[src/rtl/angle_radian_conv.sv]
// Degree <-> radian converter, two independent 2-stage pipelines.
// Degrees are unsigned integers; radians are unsigned Q16.16.
module angle_radian_conv (
  input  logic        clk,
  input  logic        rst,
  input  logic [8:0]  deg_in,
  input  logic        deg_in_valid,
  output logic [31:0] rad_out,
  output logic        rad_out_valid,
  input  logic [31:0] rad_in,
  input  logic        rad_in_valid,
  output logic [8:0]  deg_out,
  output logic        deg_out_valid
);

  // round(pi/180 * 2^32) and round(180/pi * 2^16)
  localparam logic [36:0] D2R_K   = 37'd74961321;
  localparam logic [53:0] R2D_K   = 54'd3754936;
  localparam logic [36:0] D2R_RND = 37'd32768;
  localparam logic [53:0] R2D_RND = 54'h0000_8000_0000;
  localparam logic [21:0] DEG_MAX = 22'd511;

  logic [36:0] d_prod;
  logic        d_vld;
  logic [53:0] r_prod;
  logic        r_vld;

  logic [36:0] d_sum;
  logic [53:0] r_sum;
  logic [21:0] r_deg;

  // Round-half-up and saturate on the registered products
  always_comb begin
    d_sum = d_prod + D2R_RND;
    r_sum = r_prod + R2D_RND;
    r_deg = 22'(r_sum >> 32);
  end

  // Stage 1: register the constant products alongside their valids
  always_ff @(posedge clk) begin
    if (rst) begin
      d_prod <= '0;
      d_vld  <= 1'b0;
      r_prod <= '0;
      r_vld  <= 1'b0;
    end else begin
      d_vld <= deg_in_valid;
      r_vld <= rad_in_valid;
      if (deg_in_valid)
        d_prod <= 37'(deg_in) * D2R_K;
      if (rad_in_valid)
        r_prod <= 54'(rad_in) * R2D_K;
    end
  end

  // Stage 2: register rounded results; data holds when no valid
  always_ff @(posedge clk) begin
    if (rst) begin
      rad_out       <= '0;
      rad_out_valid <= 1'b0;
      deg_out       <= '0;
      deg_out_valid <= 1'b0;
    end else begin
      rad_out_valid <= d_vld;
      deg_out_valid <= r_vld;
      if (d_vld)
        rad_out <= 32'(d_sum >> 16);
      if (r_vld)
        deg_out <= (r_deg > DEG_MAX) ? 9'd511 : r_deg[8:0];
    end
  end

endmodule

[config.mk]
export PLATFORM = sky130hd
export DESIGN_NAME = angle_radian_conv
export DESIGN_NICKNAME = d
export VERILOG_FILES = /design/src/rtl/angle_radian_conv.sv
export SDC_FILE = /design/constraint.sdc
export NUM_CORES = 1
export LEC_CHECK = 0
export ABC_AREA = 1
export CAP_MARGIN = 20
export CELL_PAD_IN_SITES_DETAIL_PLACEMENT = 0
export CELL_PAD_IN_SITES_GLOBAL_PLACEMENT = 1
export CORE_ASPECT_RATIO = 2
export CORE_MARGIN = 1
export CORE_UTILIZATION = 51
export DETAILED_ROUTE_END_ITERATION = 7
export GPL_TIMING_DRIVEN = 0
export PLACE_DENSITY_LB_ADDON = 0.1
export SYNTH_ARGS = -nofsm -noshare
export SYNTH_HDL_FRONTEND = slang
export SYNTH_SLANG_ARGS = --single-unit
[constraint.sdc]
create_clock -name clk -period 16.6 [get_ports clk]
set_input_delay 3.32 -clock clk [delete_from_list [all_inputs] [get_ports clk]]
set_output_delay 3.32 -clock clk [all_outputs]
set_load 0.03 [all_outputs]
==> results.py <==
metrics = {
    "outcome": {
        "outcome": "complete, no violations",
    },
    "synthesis": {
        "synth-seq-area-share_pct": 7.72,
        "synth.distinct_cells": 36,
        "syn_inst": 2733,
        "synth_edf_count": 0,
        "netlist_area_um2": 20200,
        "synthDominantCellAreaShare_pct": 31.1,
        "syn_avg_cell_area_um2": 7.40,
        "synth.area.top_cells": "fa_1 31%, ha_1 18%, inv_1 16%, nand2_1 8.3%, dfxtp_1 7.7%",
        "ys_async_sr_fraction_pct": 0,
        "synth_area_leader_cell": "fa_1",
        "synth.most_common_cell": "inv_1",
        "ys_ff_latch": 78,
        "synthFlopType": "dfxtp_1",
        "synthTopCellsByCount": "848 x inv_1, 450 x nand2_1, 314 x fa_1",
        "yosys_warnings": 0,
    },
    "cells_and_area": {
        "diodes": 0,
        "area_growth_pct": 8.80,
        "drive_above_1_share_pct": 1.87,
        "nets": 3483,
        "fin_area_um2": 22000,
        "fillers": 3891,
    },
    "global_routing": {
        "track_usage_pct": 34.5,
        "grt_max_degree": 15,
        "overflow": 0,
        "antenna_found_initial": 0,
        "grt_pass1_vias": 18900,
        "grt_first_pass_wirelength_um": 101000,
    },
    "floorplanning": {
        "die_w_um": 143,
        "rows": 102,
        "start_util_pct": 52.0,
        "ios": 88,
        "die_h_um": 284,
        "core_um2": 38900,
        "dieArea_um2": 40500,
    },
    "timing": {
        "finalCritPeriodShare_pct": 58.7,
        "fin_crit_ps": 9750,
        "tightest_slew_ps": 919,
        "slew_headroom_pct": 38.2,
        "rsz0062_at_grt": "false",
        "fin_ws_ps": 6850,
        "hold_viol": 0,
        "fmax_mhz": 103,
        "setup_viol": 0,
        "final_max_slew_viol_count": 0,
        "finalSetupTns_ps": 0,
        "finClkSkew_ps": 5.70,
    },
    "setup_path": {
        "critPathArrivalTime_ps": 10010,
        "crit_fanout": 8,
        "r2r_start": "d_prod[15]",
        "setup.worst_path.start": "rad_in[10]",
        "cp.required_ps": 16860,
        "r2r_cells": 12,
        "critPathKind": "in2reg",
        "r2r_setup_slack_ps": 14460,
        "critPathLaunchType": "primary input",
        "endpoint_kind": "flip-flop",
    },
    "routing": {
        "initialDrtViolationCount": 667,
        "drc_errors": 0,
        "ant_nets": 0,
        "wl_per_cell_um": 19.8,
        "num_vias": 17300,
        "viasPerCell": 5.15,
        "wirelength_um": 66500,
        "dr.pass1.iters": 7,
    },
    "clock_tree": {
        "post-cts-setup-buffers": 0,
        "numCtsBuffers": 9,
        "worstSkewPairLatency_ps": 370,
        "clockRootBuffer": "clkbuf_16",
        "post_cts_resized": 0,
        "htreeDepth": 3,
        "cts_tree": "yes",
        "cts.sinks": 78,
        "cts.clk_slew.worst_paths_ps": 60,
        "clockBufferDepth": 2,
        "ctsHoldBuffers": 0,
    },
    "hold_path": {
        "worstHoldPathCells": 2,
        "hold_class": "reg2reg",
        "min_from": "rad_out[20]",
    },
    "flow_run": {
        "maxCapViolCount": 0,
    },
    "placement": {
        "pre_cts_slack_ps": 6620,
        "io_buffers": 75,
        "placed_cell_area_um2": 21700,
        "gp_congestion": 0.995,
        "dp.final_hpwl_um": 59000,
    },
}
critical path, cell delays in order:
cell and delay [ps]:
clkdlybuf4s50_1 750, fa_1 740, inv_1 70, fa_1 500, inv_1 50, fa_1 500, inv_1 90, fa_1 550
inv_1 60, fa_1 530, inv_1 60, fa_1 560, inv_1 60, ha_1 360, nand2_1 120, nor2_1 260
nand2_1 120, nor3_1 470, nand4_1 420, nand4_1 210, nand3_1 100, nand2_1 90, inv_1 40
metrics by stage:
step	std cells	util, %	hold WS (ps)
2_1_floorplan	2743	-	473
3_3_place_gp	3338	55.7	462
3_5_place_dp	3338	55.7	473
4_1_cts	3354	56.5	480
5_1_grt	3354	56.5	520
6_report	3354	56.5	478
kinds of logic (layout without fill, tap and decap cells):
kind of cell	after synthesis	count (layout)	synth area share, %
fa+ha+maj	609	609	49.3
flops	78	78	7.72
other cells	1	11	0.0185
simple gates	868	868	18.0
xor+xnor	37	37	1.60
buf+inv	887	978	16.8
compound gates	253	253	6.57
per-layer routing:
layer	share of wire (%)	wire (um)	vias up	global-route usage, %
met5	0	0	-	0
met4	12	8040	0	35.5
met3	2.8	1870	255	3.26
met2	56	37300	436	68.1
met1	29	19200	8249	27.3
li1	-	-	8317	-
path summary, 6_finish.rpt:
check,endpoint
max,r_prod[44]
min,rad_out[20]
max reg2reg,rad_out[19]
min reg2reg,rad_out[20]
layout by cell type (no fill, tap or decap), types with 11 or more instances in the layout:
| master | netlist | layout |
|---|---|---|
| a21oi_1 | 129 | 129 |
| buf_4 | 12 | 12 |
| clkbuf_1 | 19 | 19 |
| clkdlybuf4s50_1 | 0 | 75 |
| conb_1 | 1 | 11 |
| dfxtp_1 | 78 | 78 |
| fa_1 | 314 | 314 |
| ha_1 | 295 | 295 |
| inv_1 | 848 | 848 |
| nand2_1 | 450 | 450 |
| nand3_1 | 104 | 104 |
| nand4_1 | 35 | 35 |
| nor2_1 | 225 | 225 |
| nor3_1 | 25 | 25 |
| o21ai_0 | 94 | 94 |
| xor2_1 | 28 | 28 |
cell type report:
| class | count | area, um2 | area share [%] |
|---|---|---|---|
| buffer | 35 | 196 | 0.892 |
| timing repair buffer | 75 | 751 | 3.41 |
| sequential | 78 | 1560 | 7.09 |
| tap | 520 | 651 | 2.96 |
| clock inverter | 5 | 88.8 | 0.404 |
| clock buffer | 11 | 253 | 1.15 |
| inverter | 852 | 3200 | 14.5 |
| multi-input combinational | 1778 | 15300 | 69.6 |
state kept, by name, summed over array words and instances (netlist names):
signal and count:
d_prod 21, d_vld 1, deg_out 9, deg_out_valid 1, r_prod 23, r_vld 1
rad_out 21, rad_out_valid 1
Power is not shown: default switching activity piles up to over one toggle a cycle in this logic, so the estimate is an artifact.
